## config.mk

```make
export PLATFORM = sky130hd
export DESIGN_NAME = us_arp_tx
export DESIGN_NICKNAME = d
export VERILOG_FILES = /design/src/rtl/us_arp_tx.sv
export SDC_FILE = /design/constraint.sdc
export NUM_CORES = 1
export LEC_CHECK = 0
export CAP_MARGIN = 15
export CORE_MARGIN = 3
export CORE_UTILIZATION = 35
export DETAILED_ROUTE_END_ITERATION = 10
export PLACE_DENSITY = 0.75
export REMOVE_ABC_BUFFERS = 1
export SLEW_MARGIN = 0
export SYNTH_ARGS = -nofsm -noshare
export SYNTH_HDL_FRONTEND = slang
export SYNTH_SLANG_ARGS = --single-unit
```

## constraint.sdc

```tcl
create_clock -name clk -period 2.35 [get_ports clk]
set_input_delay 0.3525 -clock clk [delete_from_list [all_inputs] [get_ports clk]]
set_output_delay 0.3525 -clock clk [all_outputs]
set_load 0.1 [all_outputs]
```

## src/rtl/us_arp_tx.sv

```systemverilog
// ARP frame transmitter: turns request/reply jobs into one
// 60-byte Ethernet/ARP frame on a 64-bit AXI-Stream master.
module us_arp_tx #(
  parameter int GAP_CYCLES = 4
) (
  input  logic        clk,
  input  logic        rstn,
  input  logic [47:0] local_mac_addr,
  input  logic [31:0] local_ip_addr,
  input  logic        arp_request_req,
  input  logic [31:0] dst_ip_addr,
  output logic        arp_request_ack,
  input  logic        arp_reply_req,
  input  logic [47:0] reply_dst_mac,
  input  logic [31:0] reply_dst_ip,
  output logic        arp_reply_ack,
  output logic [63:0] m_axis_tdata,
  output logic [7:0]  m_axis_tkeep,
  output logic        m_axis_tvalid,
  output logic        m_axis_tlast,
  input  logic        m_axis_tready,
  output logic        busy
);

  typedef enum logic [1:0] {IDLE, SEND, GAP} state_e;

  localparam int GW = (GAP_CYCLES > 1) ? $clog2(GAP_CYCLES) : 1;
  localparam logic [GW-1:0] GAP_LAST =
    GW'((GAP_CYCLES > 0) ? GAP_CYCLES - 1 : 0);

  state_e          state_q, state_d;
  logic [2:0]      beat_q, beat_d;
  logic [GW-1:0]   gap_q, gap_d;
  logic            rply_q, rply_d;
  logic [47:0]     mac_q, mac_d;
  logic [31:0]     ip_q, ip_d;
  logic [47:0]     dmac_q, dmac_d;
  logic [31:0]     tip_q, tip_d;
  logic            qack_q, qack_d;
  logic            pack_q, pack_d;

  logic            send;
  logic            hs;
  logic [511:0]    frame;
  logic [47:0]     da;
  logic [47:0]     tha;

  assign send = (state_q == SEND);
  assign hs   = send & m_axis_tready;

  always_comb begin
    state_d = state_q;
    beat_d  = beat_q;
    gap_d   = gap_q;
    rply_d  = rply_q;
    mac_d   = mac_q;
    ip_d    = ip_q;
    dmac_d  = dmac_q;
    tip_d   = tip_q;
    qack_d  = 1'b0;
    pack_d  = 1'b0;
    unique case (state_q)
      IDLE: begin
        if (arp_reply_req) begin
          pack_d  = 1'b1;
          rply_d  = 1'b1;
          dmac_d  = reply_dst_mac;
          tip_d   = reply_dst_ip;
          mac_d   = local_mac_addr;
          ip_d    = local_ip_addr;
          beat_d  = 3'd0;
          state_d = SEND;
        end else if (arp_request_req) begin
          qack_d  = 1'b1;
          rply_d  = 1'b0;
          dmac_d  = 48'h0;
          tip_d   = dst_ip_addr;
          mac_d   = local_mac_addr;
          ip_d    = local_ip_addr;
          beat_d  = 3'd0;
          state_d = SEND;
        end
      end
      SEND: begin
        if (hs) begin
          beat_d = beat_q + 3'd1;
          if (beat_q == 3'd7) begin
            gap_d   = '0;
            state_d = (GAP_CYCLES == 0) ? IDLE : GAP;
          end
        end
      end
      GAP: begin
        if (gap_q == GAP_LAST) state_d = IDLE;
        else                   gap_d   = gap_q + 1'b1;
      end
      default: state_d = IDLE;
    endcase
  end

  always_ff @(posedge clk or negedge rstn) begin
    if (!rstn) begin
      state_q <= IDLE;
      beat_q  <= 3'd0;
      gap_q   <= '0;
      rply_q  <= 1'b0;
      mac_q   <= 48'h0;
      ip_q    <= 32'h0;
      dmac_q  <= 48'h0;
      tip_q   <= 32'h0;
      qack_q  <= 1'b0;
      pack_q  <= 1'b0;
    end else begin
      state_q <= state_d;
      beat_q  <= beat_d;
      gap_q   <= gap_d;
      rply_q  <= rply_d;
      mac_q   <= mac_d;
      ip_q    <= ip_d;
      dmac_q  <= dmac_d;
      tip_q   <= tip_d;
      qack_q  <= qack_d;
      pack_q  <= pack_d;
    end
  end

  // Wire byte i lives at frame[8i+:8]; bytes 42..63 stay zero.
  always_comb begin
    frame = '0;
    da    = rply_q ? dmac_q : 48'hFFFF_FFFF_FFFF;
    tha   = rply_q ? dmac_q : 48'h0;
    for (int i = 0; i < 6; i++) begin
      frame[8*i+:8]      = da[8*(5-i)+:8];
      frame[8*(6+i)+:8]  = mac_q[8*(5-i)+:8];
      frame[8*(22+i)+:8] = mac_q[8*(5-i)+:8];
      frame[8*(32+i)+:8] = tha[8*(5-i)+:8];
    end
    frame[8*12+:8] = 8'h08;
    frame[8*13+:8] = 8'h06;
    frame[8*15+:8] = 8'h01;
    frame[8*16+:8] = 8'h08;
    frame[8*18+:8] = 8'h06;
    frame[8*19+:8] = 8'h04;
    frame[8*21+:8] = rply_q ? 8'h02 : 8'h01;
    for (int i = 0; i < 4; i++) begin
      frame[8*(28+i)+:8] = ip_q[8*(3-i)+:8];
      frame[8*(38+i)+:8] = tip_q[8*(3-i)+:8];
    end
  end

  assign m_axis_tvalid = send;
  assign m_axis_tlast  = send & (beat_q == 3'd7);
  assign m_axis_tkeep  = !send ? 8'h00 :
                         (beat_q == 3'd7) ? 8'h0F : 8'hFF;
  assign m_axis_tdata  = send ? frame[{beat_q, 6'd0}+:64] : 64'h0;
  assign busy            = (state_q != IDLE);
  assign arp_request_ack = qack_q;
  assign arp_reply_ack   = pack_q;

endmodule

```

# After elaboration in Yosys (flattened, before gate mapping)

Cells that the tools add are included.

Add/sub/neg operators: 2
Multipliers: 0
Div/mod/pow operators: 0
Order comparisons: 0
Equality and inequality tests: 9
Shift operators: 1
Muxes and demuxes: 35
Bitwise gates (word level): 2
Reduce and logical (&&, ||, !) cells: 9

Operator list:

| operator                                                         | count |
|---|---|
| 512-bit by 10-bit indexed part select with 64-bit output         | 1 |
| 48-bit two-way mux                                               | 6 |
| 32-bit two-way mux                                               | 4 |
| 64-bit two-way mux                                               | 1 |
| 2-bit two-way mux                                                | 9 |
| 8-bit two-way mux                                                | 2 |
| 3-bit two-way mux                                                | 3 |
| 4-bit AND reduction                                              | 2 |
| 2-bit nonzero test                                               | 4 |
| 1-bit two-way mux                                                | 7 |
| 2-bit case mux with 3 select lines                               | 1 |
| 3-bit case mux with 2 select lines                               | 1 |
| 2-bit == test (second input constant)                            | 2 |
| 2-bit by 1-bit != test with 1-bit output (second input constant) | 2 |
| 2-bit != test (second input constant)                            | 2 |
| 2-bit case mux with 2 select lines                               | 1 |
| 3-bit by 1-bit adder with 3-bit output (second input constant)   | 1 |
| 3-bit == test (second input constant)                            | 1 |
| 3-bit != test (second input constant)                            | 1 |
| 3-bit AND reduction                                              | 1 |
| 2-bit by 1-bit adder with 2-bit output (second input constant)   | 1 |
| 1-bit bitwise AND                                                | 2 |
| 2-bit by 1-bit == test with 1-bit output (second input constant) | 1 |
| 2-bit zero test                                                  | 1 |
| 2-bit AND reduction                                              | 1 |

Flip-flop bits (word level): 170
Latch bits: 0
Memory bits (writable): 0
Bits in read-only memories: 0
Output and inout bits: 77
Logic and storage cells: 68
Memories kept: 0

# Logic depth before layout (Yosys ltp)

Gate-level depths: netlist (run 1).

Word-level depth: 4
Gate-level depth with buffers: 6

# Worst setup path after synthesis (run 1)

No wires, ideal clock.

Path type: register to output
From: register state_q[1]
To: output port m_axis_tdata[3]
Arrival time: 3.368 ns
Slack: -1.370 ns
Stages on the path, launching flop included: 6
Cell sequence: dfrtp_1 > nand2b_1 > buf_2 > inv_2 > o21ai_0 > nor3_1

Word-level cells in the longest chain between the ends: 2

RTL lines:

| element                                  | line | RTL |
|---|---|---|
| start, declared                          | 31   | `state_e state_q, state_d;` |
| start signal, assigned                   | 114  | `state_q <= state_d;` |
| 2-bit by 1-bit == test with 1-bit output | 48   | `assign send = (state_q == SEND);` |
| named net m_axis_tvalid                  | 19   | `output logic m_axis_tvalid,` |
| 64-bit two-way mux                       | 155  | `assign m_axis_tdata = send ? frame[{beat_q, 6'd0}+:64] : 64'h0;` |
| end, declared                            | 17   | `output logic [63:0] m_axis_tdata,` |

The timed path passes the listed nets, and every way through them passes these cells.

# Worst setup path after layout (run 1)

From: register beat_q[0]
To: output port m_axis_tdata[30]

Word-level cells in the longest chain between the ends: 2

RTL lines:

| element                                                  | line | RTL |
|---|---|---|
| start, declared                                          | 32   | `logic [2:0] beat_q, beat_d;` |
| start signal, assigned                                   | 115  | `beat_q <= beat_d;` |
| 512-bit by 10-bit indexed part select with 64-bit output | 155  |  |
| 64-bit two-way mux                                       | 155  |  |

Every way passes these cells.

==> metrics.yaml, run 1 <==
placed_design:
  numPortBuffers: 273
  gp_congestion: 0.805
  post-dp-hpwl_mm: 18.5
  place_ws_ns: 0.155
status:
  status: "complete, but fails checks"
  violations: "negative setup slack"
finish:
  synthToLayoutAreaGrowth_pct: 63.6
  n_fill_cell: 1839
  drive_above_1_share: 0.388
  final_nets: 1146
floorplanning:
  io_pins: 274
  core-area_um2: 22900
  die_y_um: 160
  die_w_um: 160
  die_area_um2: 25500
  core.rowCount: 55
  start_util: 0.360
route:
  totalWireLength_mm: 27.0
  initialDrtViolationCount: 346
  drt_first_pass_iters: 4
  route.detailed.drc: 0
  vias_per_cell: 5.38
  wl_per_cell_um: 21.2
  dr_total_vias: 6848
  drtAntennaViolNets: 0
timing:
  finClkSkew_ns: 0.0127
  final_hold_viol_count: 0
  slew_headroom: 0.583
  fin_crit_ns: 2.40
  fin_crit_sh: 1.02
  fin_ws_ns: -0.0548
  max_slew.worst_pin.slew_ns: 0.626
  max_freq_ghz: 0.416
  drv_slew: 0
  rsz0062_at_grt: "yes"
  finalSetupViolCount: 33
synth:
  ys.flop_type: "dfrtp_1"
  synthTopCellsByCount: "dfrtp_1, mux2_2, a22oi_1, a22o_1, nor2_1"
  synth_top_area_cell: "dfrtp_1"
  synthTopCellsByArea: "dfrtp_1, mux2_2, a22o_1"
  synth_edf_count: 0
  synth_cell_types: 40
  yosysWarnings: 0
  yosysMostFrequentCell: "dfrtp_1"
  async_flop_share: 1.00
  seq_area_frac_synth: 0.515
  netlist_instances: 673
  syn_avg_cell_area_um2: 12.3
  synth_seq_cells: 170
  synth_top_area_frac: 0.515
  syn_area_um2: 8250
clock_network:
  insertion_delay_ns: 0.42
  clock_path_buffers: 2
  cts.clk_slew.worst_paths_ns: 0.07
  numCtsBuffers: 17
  clock-sinks: 170
  cts_tree: "yes"
  htreeDepth: 4
  cts_root_buf: "clkbuf_16"
critical_path:
  end_kind: "output pin"
  r2r_setup_slack_ns: 0.39
  crit_type: "reg -> out"
  cp.required_ns: 2.00
  critPathMaxFanout: 8
  cp.arrival_ns: 2.05
  startpoint_type: "flop"
job:
  max_cap_violations: 0
worst_hold_path:
  min_path_type: "in -> reg"
grt:
  antenna_found_initial: 3
  grt_pass1_wl_mm: 42.3
  grt_pass1_vias: 7356
  grt_max_degree: 61
  grt_use_total: 0.210
  grt-ovfl-total: 0
path summary, 6_finish.rpt:
kind | endpoint | from | depth (start not counted)
setup / recovery | m_axis_tdata[30] | beat_q[0]$_DFFE_PN0P_ | 5
hold / removal | arp_request_ack$_DFF_PN0_ | arp_reply_req | 2
setup reg to reg | mac_q[7]$_DFFE_PN0P_ | state_q[0]$_DFFE_PN0P_ | 5
hold reg to reg | mac_q[40]$_DFFE_PN0P_ | mac_q[40]$_DFFE_PN0P_ | 1
max in group asynchronous | dmac_q[42]$_DFFE_PN0P_ | rstn | 3
min in group asynchronous | ip_q[10]$_DFFE_PN0P_ | rstn | 2
placed cells by master, fill, tap and decap left out, types with 3 or more instances in the layout:
cell             synthesis  layout
clkdlybuf4s50_1          0     194
buf_6                   10       7
a22oi_1                 53      53
mux2_2                 136     136
nand2b_1                19      16
a22o_1                  51      51
nor2_1                  26      21
buf_8                    0       3
clkinvlp_4               0       6
a21oi_4                  0      13
nand2_1                  8       5
o2bb2ai_1               15       9
buf_4                    9      23
inv_1                    4       3
a21oi_1                 22      15
o22ai_1                 21       3
nor2_2                   1       4
o22ai_2                  0      15
buf_12                   0      86
clkbuf_16                0      20
dfrtp_1                170     167
o21ai_0                 16      15
o2bb2ai_2                0       4
nor3_4                   0      14
o22ai_4                  0       3
dfrtp_2                  0       3
mux2_1                  11      11
inv_6                    0       4
logic make-up after synthesis:
family | share of synthesized area
multiplexers | 0.203
flip-flops | 0.515
buffers and inverters | 0.0488
AND/OR/NAND/NOR | 0.0525
adder cells (fa/ha/maj) | 0.00455
AO/OA/AOI/OAI | 0.176
metrics by stage:
stage,setup TNS [ns],hold slack [ns],area (um^2),std cells,utilization
global route,-3.53,0.306,13500,1274,0.589
detailed placement,0,0.389,12200,1230,0.530
global placement,0,0.389,12200,1230,0.530
floorplan,-362.24,0.0569,7870,608,-
CTS,-0.809,0.299,13200,1264,0.577
finish,-1.06,0.325,13500,1274,0.589
worst max-delay path, cell delays in order (launching register included):
cell and delay [ns]:
dfrtp_2 0.43, or3b_4 0.38, a21o_4 0.27, buf_16 0.17, nor3_4 0.18, buf_12 0.20
layer usage:
metal	share of wire	wire length [um]	GRT usage
met5	0.00048	13	0
met4	0.022	582	0.0641
met3	0.076	2060	0.0669
met2	0.49	13400	0.346
met1	0.41	11000	0.265
registers in the layout, summed over array words and instances (netlist names):
signal,cells
ip_q,32
tip_q,32
arp_reply_ack,1
beat_q,3
gap_q,2
state_q,2
mac_q,48
rply_q,1
arp_request_ack,1
dmac_q,48
layout make-up:
class / instances / area (um^2) / share of cell area
tap: 313 / 392 / 0.0290
sequential: 170 / 4260 / 0.315
antenna: 2 / 5.00 / 0.000371
clock buffer: 18 / 429 / 0.0318
clock inverter: 14 / 136 / 0.0101
multi-input combinational: 433 / 4180 / 0.309
inverter: 5 / 25.0 / 0.00185
timing repair buffer: 319 / 4080 / 0.302
repair_timing:
action | in CTS | in global routing
hold buffers | 1 | 0
pin swaps | 17 | 4
endpoints found under the setup margin | 66 | 66
gates cloned | 1 | 1
hold endpoints to repair | 57 | 0
gates resized for setup | 92 | 35
setup buffers | 0 | 7
Power of run 1 is not shown: default switching activity piles up to over one toggle a cycle in this logic, so the estimate is an artifact.
==> run 2: changes to the inputs <==
clock period = 3 ns   (was 2.35 ns; I/O delays follow)
==> run 2 against run 1 <==
Net effect: the run now ends clean; clock skew fell by 0.0061 ns; sequential cell count is the same; non-clock buffer count shrank 20.
==> metrics.yaml, run 2 (synthesis results as in run 1) <==
status:
  status: "finished clean"
timing:
  final_hold_viol_count: 0  # unchanged
  fin_crit_sh: 0.955
  finClkSkew_ns: 0.00667  # -0.00607 ns
  rsz0062_at_grt: "no"
  drv_slew: 0  # unchanged
  slew_headroom: 0.532  # -0.0510
  fin_crit_ns: 2.87
  hold_ws_ns: 0.0435  # -0.281 ns
  finalSetupViolCount: 0  # -100%
  max_slew.worst_pin.slew_ns: 0.702  # +0.0765 ns
  max_freq_ghz: 0.349
route:
  initialDrtViolationCount: 247  # -29%
  drt_first_pass_iters: 4  # unchanged
  vias_per_cell: 5.22  # -2.9%
  drtAntennaViolNets: 0  # unchanged
  totalWireLength_mm: 26.3  # -2.9%
  wl_per_cell_um: 21.0  # -1.3%
  dr_total_vias: 6542  # -4.5%
  route.detailed.drc: 0  # unchanged
critical_path:
  crit_path_cell_trace: "or3b_1, a21o_2, buf_4, a21oi_1, buf_12"
  cpPeakStageDelay_ns: 0.45  # +0.02 ns
  worst-path-buf-inv: 2  # unchanged
  end_kind: "output pin"
  cp.required_ns: 2.55  # +0.55 ns
  cp.arrival_ns: 2.42  # +0.37 ns
  crit_type: "reg -> out"
  cp_top_family: "compound AO/OA/AOI/OAI gates"
  cpMaxStageDelayCell: "dfrtp_1"
  critPathMaxFanout: 16  # +8
  startpoint_type: "flop"
finish:
  fin_area_um2: 12600  # -6.8%
  layout_commonest_cell: "clkdlybuf4s50_1"
  top_regs: "dmac_q (48), mac_q (48)"
  final_cell_mix: "clkdlybuf4s50_1, dfrtp_1, mux2_2"
  final_nets: 1126  # -1.7%
  synthToLayoutAreaGrowth_pct: 52.5
  drive_above_1_share: 0.317  # -0.0705
clock_network:
  cts_root_buf: "clkbuf_16"
  clock_path_buffers: 2  # unchanged
  post_cts_buffers: 0  # unchanged
  cts_tree: "yes"
  htreeDepth: 4  # unchanged
  clock-sinks: 170  # unchanged
  insertion_delay_ns: 0.42  # about the same
  cts.clk_slew.worst_paths_ns: 0.07  # about the same
  numCtsBuffers: 17  # unchanged
grt:
  grt-ovfl-total: 0  # unchanged
  grt_pass1_wl_mm: 40.8  # -3.5%
  grt_use_total: 0.204  # -0.00621
  antenna_found_initial: 3  # unchanged
  grt_max_degree: 72  # +18%
  grt_pass1_vias: 7097  # -3.5%
floorplanning:
  io_pins: 274  # unchanged
  die_w_um: 160  # unchanged
  core-area_um2: 22900  # unchanged
  core.rowCount: 55  # unchanged
  die_area_um2: 25500  # unchanged
  die_y_um: 160  # unchanged
  start_util: 0.360  # unchanged
job:
  max_cap_violations: 0  # unchanged
placed_design:
  gp_congestion: 0.805  # about the same
  post-dp-hpwl_mm: 18.7  # +0.74%
  placed_area_um2: 11900  # -1.8%
  numPortBuffers: 273  # unchanged
worst_hold_path:
  min_path_type: "in -> async"
==> run 2: cell count changes in the layout (fill, tap and decap cells not counted), moves of 4 or more <==
cell	before	now
o22ai_2	15	1
o22ai_1	3	20
a21oi_1	15	21
clkinvlp_4	6	1
nor3_1	2	15
a21oi_2	1	8
buf_4	23	29
o2bb2ai_1	9	15
o2bb2ai_2	4	0
a21oi_4	13	0
nor3_4	14	0
buf_6	7	1
nor2_1	21	25
buf_12	86	74
==> run 2: worst reg2reg max path: stages, from the launching register on <==
cell     delay [ns]
dfrtp_1        0.57
buf_4          0.31
ha_1           0.28
nand2_1        0.07
o22ai_1        0.28
mux2_2         0.37
==> run 2: per-stage QoR <==
stage	TNS, ns	utilization	std cells	setup slack (ns)
after CTS	0	0.548	1251	0.00333
after floorplan	-223.13	-	608	-3.79
after global routing	0	0.549	1254	0.0102
after global placement	0	0.521	1219	0.379
after detailed placement	0	0.521	1219	0.297
final	0	0.549	1254	0.135
==> run 2: path summary, 6_finish.rpt <==
path / cells after the start / slack, ns / start / endpoint
max: 5 / 0.13 / beat_q[1]$_DFFE_PN0P_ / m_axis_tdata[36]
min: 1 / 0.04 / rstn / ip_q[6]$_DFFE_PN0P_
max reg2reg: 5 / 0.99 / beat_q[2]$_DFFE_PN0P_ / gap_q[0]$_DFFE_PN0P_
min reg2reg: 1 / 0.48 / mac_q[38]$_DFFE_PN0P_ / mac_q[38]$_DFFE_PN0P_
max in group asynchronous: 2 / 2.17 / rstn / mac_q[4]$_DFFE_PN0P_
min in group clk: 1 / 0.48 / mac_q[38]$_DFFE_PN0P_ / mac_q[38]$_DFFE_PN0P_
==> run 2: layer usage <==
layer,GRT usage,up-vias,share of wire
li1,-,3025,-
met5,0,-,0.00049
met2,0.335,283,0.49
met4,0.0613,2,0.021
met3,0.0695,26,0.080
met1,0.255,3206,0.41
==> run 2: area by class of cell <==
type | count | area, um^2
flip-flops and latches | 170 | 4260
fillers | 1931 | 10300
multi-input cells | 433 | 3650
clock inverters | 15 | 188
inverters | 5 | 20.0
well taps | 313 | 392
clock buffers | 17 | 425
repair buffers | 299 | 3660
diodes | 2 | 5.00
==> run 2: what timing repair did <==
action / in CTS / in global routing
endpoints found under the setup margin: 35 / 14
resized for setup: 4 / 5
hold buffers: 0 / 0
Power of run 2 is left out for the same reason.
==> run 3: changes to the inputs <==
CORE_MARGIN = 5   (was 3)
==> run 3 against run 2 <==
Net effect: cell area up 0.18%; sequential share of layout area is 0.060 points lower; core utilization is 0.88 points lower; register-to-register slack got worse by 0.07 ns; cell count up 0.32%; non-clock buffer count is 1 lower; maximum frequency increased by 0.43%; setup slack better by 0.012 ns; via count increased by 0.87%; critical path depth unchanged; worst hold slack improved by 0.00065 ns; clock-buffer cell count rose by 2.
==> metrics.yaml, run 3 (synthesis results as in run 1) <==
status:
  status: "finished clean"
worst_hold_path:
  min_path_type: "in -> async"
job:
  max_cap_violations: 0  # unchanged
critical_path:
  end_kind: "output pin"
  rr_endpoint: "mac_q[19]$_DFFE_PN0P_"
  crit_type: "reg -> out"
  setup.worst_path.end: "m_axis_tdata[15]"
  r2r_cells: 4  # -1
  crit_start: "state_q[1]$_DFFE_PN0P_"
  startpoint_type: "flop"
  r2r_setup_slack_ns: 0.92  # -0.07 ns
  cp.required_ns: 2.55  # about the same
  critPathMaxFanout: 14  # -2
  rr_startpoint: "state_q[0]$_DFFE_PN0P_"
  cp.arrival_ns: 2.40  # -0.02 ns
placed_design:
  placed_area_um2: 12000  # +0.17%
  gp_congestion: 0.812  # +0.78%
  numPortBuffers: 273  # unchanged
  post-dp-hpwl_mm: 18.8  # +0.42%
clock_network:
  htreeDepth: 4  # unchanged
  cts.clk_slew.worst_paths_ns: 0.07  # about the same
  clock_path_buffers: 2  # unchanged
  numCtsBuffers: 17  # unchanged
  cts_tree: "yes"
  post_cts_buffers: 0  # unchanged
  cts_root_buf: "clkbuf_16"
  insertion_delay_ns: 0.42  # about the same
  clock-sinks: 170  # unchanged
finish:
  fin_area_um2: 12600  # +0.18%
  synthToLayoutAreaGrowth_pct: 52.8
  n_fill_cell: 1979  # +2.5%
  post-route-util: 0.540  # -0.00884
  top_regs: "dmac_q (48), mac_q (48)"
  drive_above_1_share: 0.316  # -0.00179
  final_nets: 1125  # -0.089%
  multiInputGateArea_um2: 3640  # -0.24%
  layout_commonest_cell: "clkdlybuf4s50_1"
  final-seq-area_um2: 4260  # unchanged
  final_cell_mix: "clkdlybuf4s50_1, dfrtp_1, mux2_2"
floorplanning:
  core-area_um2: 23300  # +1.8%
  die_area_um2: 26800  # +5.1%
  core.rowCount: 56  # +1.8%
  die_y_um: 164  # +2.5%
  io_pins: 274  # unchanged
  start_util: 0.354  # -0.00643
  die_w_um: 164  # +2.5%
grt:
  grt_pass1_vias: 7120  # +0.32%
  grt_max_degree: 79  # +9.7%
  grt_use_total: 0.196  # -0.00751
  grt-ovfl-total: 0  # unchanged
  antenna_found_initial: 0  # -3
  grt_pass1_wl_mm: 40.4  # -0.93%
route:
  drt_first_pass_iters: 5  # +1
  drtAntennaViolNets: 0  # unchanged
  wl_per_cell_um: 21.0  # about the same
  route.detailed.drc: 0  # unchanged
  initialDrtViolationCount: 388  # +57%
  totalWireLength_mm: 26.4  # +0.36%
  vias_per_cell: 5.25  # +0.55%
  dr_total_vias: 6599  # +0.87%
timing:
  drv_slew: 0  # unchanged
  final_hold_viol_count: 0  # unchanged
  fin_crit_sh: 0.951  # -0.00405
  finalSetupViolCount: 0  # unchanged
  fin_crit_ns: 2.85  # -0.0121 ns
  slew_headroom: 0.478  # -0.0540
  rsz0062_at_grt: "yes"
  max_freq_ghz: 0.351  # +0.43%
  finClkSkew_ns: 0.00860  # +0.00193 ns
  max_slew.worst_pin.slew_ns: 0.783  # +0.0809 ns
-- run 3: cell types whose count changed in the layout (fill, tap and decap cells not counted), sizes merged --
cell / delta
clkinv: -3
inv: +2
clkbuf: +2
buf: -1
diode: -1
clkinvlp: -1
-- run 3: cell type report --
type,count,share of cell area
antenna,1,0.000198
clock buffer,19,0.0359
clock inverter,13,0.0142
inverter,5,0.00149
multi-input combinational,433,0.288
sequential,170,0.337
tap,319,0.0317
timing repair buffer,298,0.291
-- run 3: worst max-delay path, stage by stage (launching register included) --
cell,delay (ns)
dfrtp_1,0.43
nand2b_1,0.29
inv_2,0.31
nand2_2,0.32
o22ai_1,0.39
buf_12,0.22
-- run 3: metrics by stage --
stage	std cells	hold WS [ns]	TNS, ns	worst slack [ns]
finish	1258	0.0442	0	0.147
global route	1257	0.0897	-0.0455	-0.0177
detailed placement	1225	0.475	0	0.381
floorplan	608	0.154	-223.13	-3.79
global placement	1225	0.465	0	0.450
CTS	1257	0.0765	0	0.0237
-- run 3: how the worst min path moves through the flow --
stage | cells past startpoint | startpoint | endpoint | slack, ns
global placement | 1 | mac_q[38]$_DFFE_PN0P_ | mac_q[38]$_DFFE_PN0P_ | 0.46
detailed placement | 1 | mac_q[32]$_DFFE_PN0P_ | mac_q[32]$_DFFE_PN0P_ | 0.48
global route | 1 | rstn | mac_q[42]$_DFFE_PN0P_ | 0.09
floorplan | 0 | rstn | arp_reply_ack$_DFF_PN0_ | 0.15
finish | 1 | rstn | mac_q[42]$_DFFE_PN0P_ | 0.04
CTS | 1 | rstn | mac_q[42]$_DFFE_PN0P_ | 0.08
-- run 3: repair_timing --
action                                  in CTS  in global routing
gates resized for setup                      5                  2
endpoints found under the hold margin        0                  0
endpoints found under the setup margin      28                 11
hold buffers                                 0                  0
-- run 3: per-layer routing --
metal / wire length [um] / track usage / vias up
li1: - / - / 3018
met1: 10800 / 0.245 / 3294
met2: 12800 / 0.326 / 266
met3: 2300 / 0.0691 / 21
met4: 433 / 0.0511 / 0
met5: 0 / 0 / -
Power of run 3 is left out for the same reason.
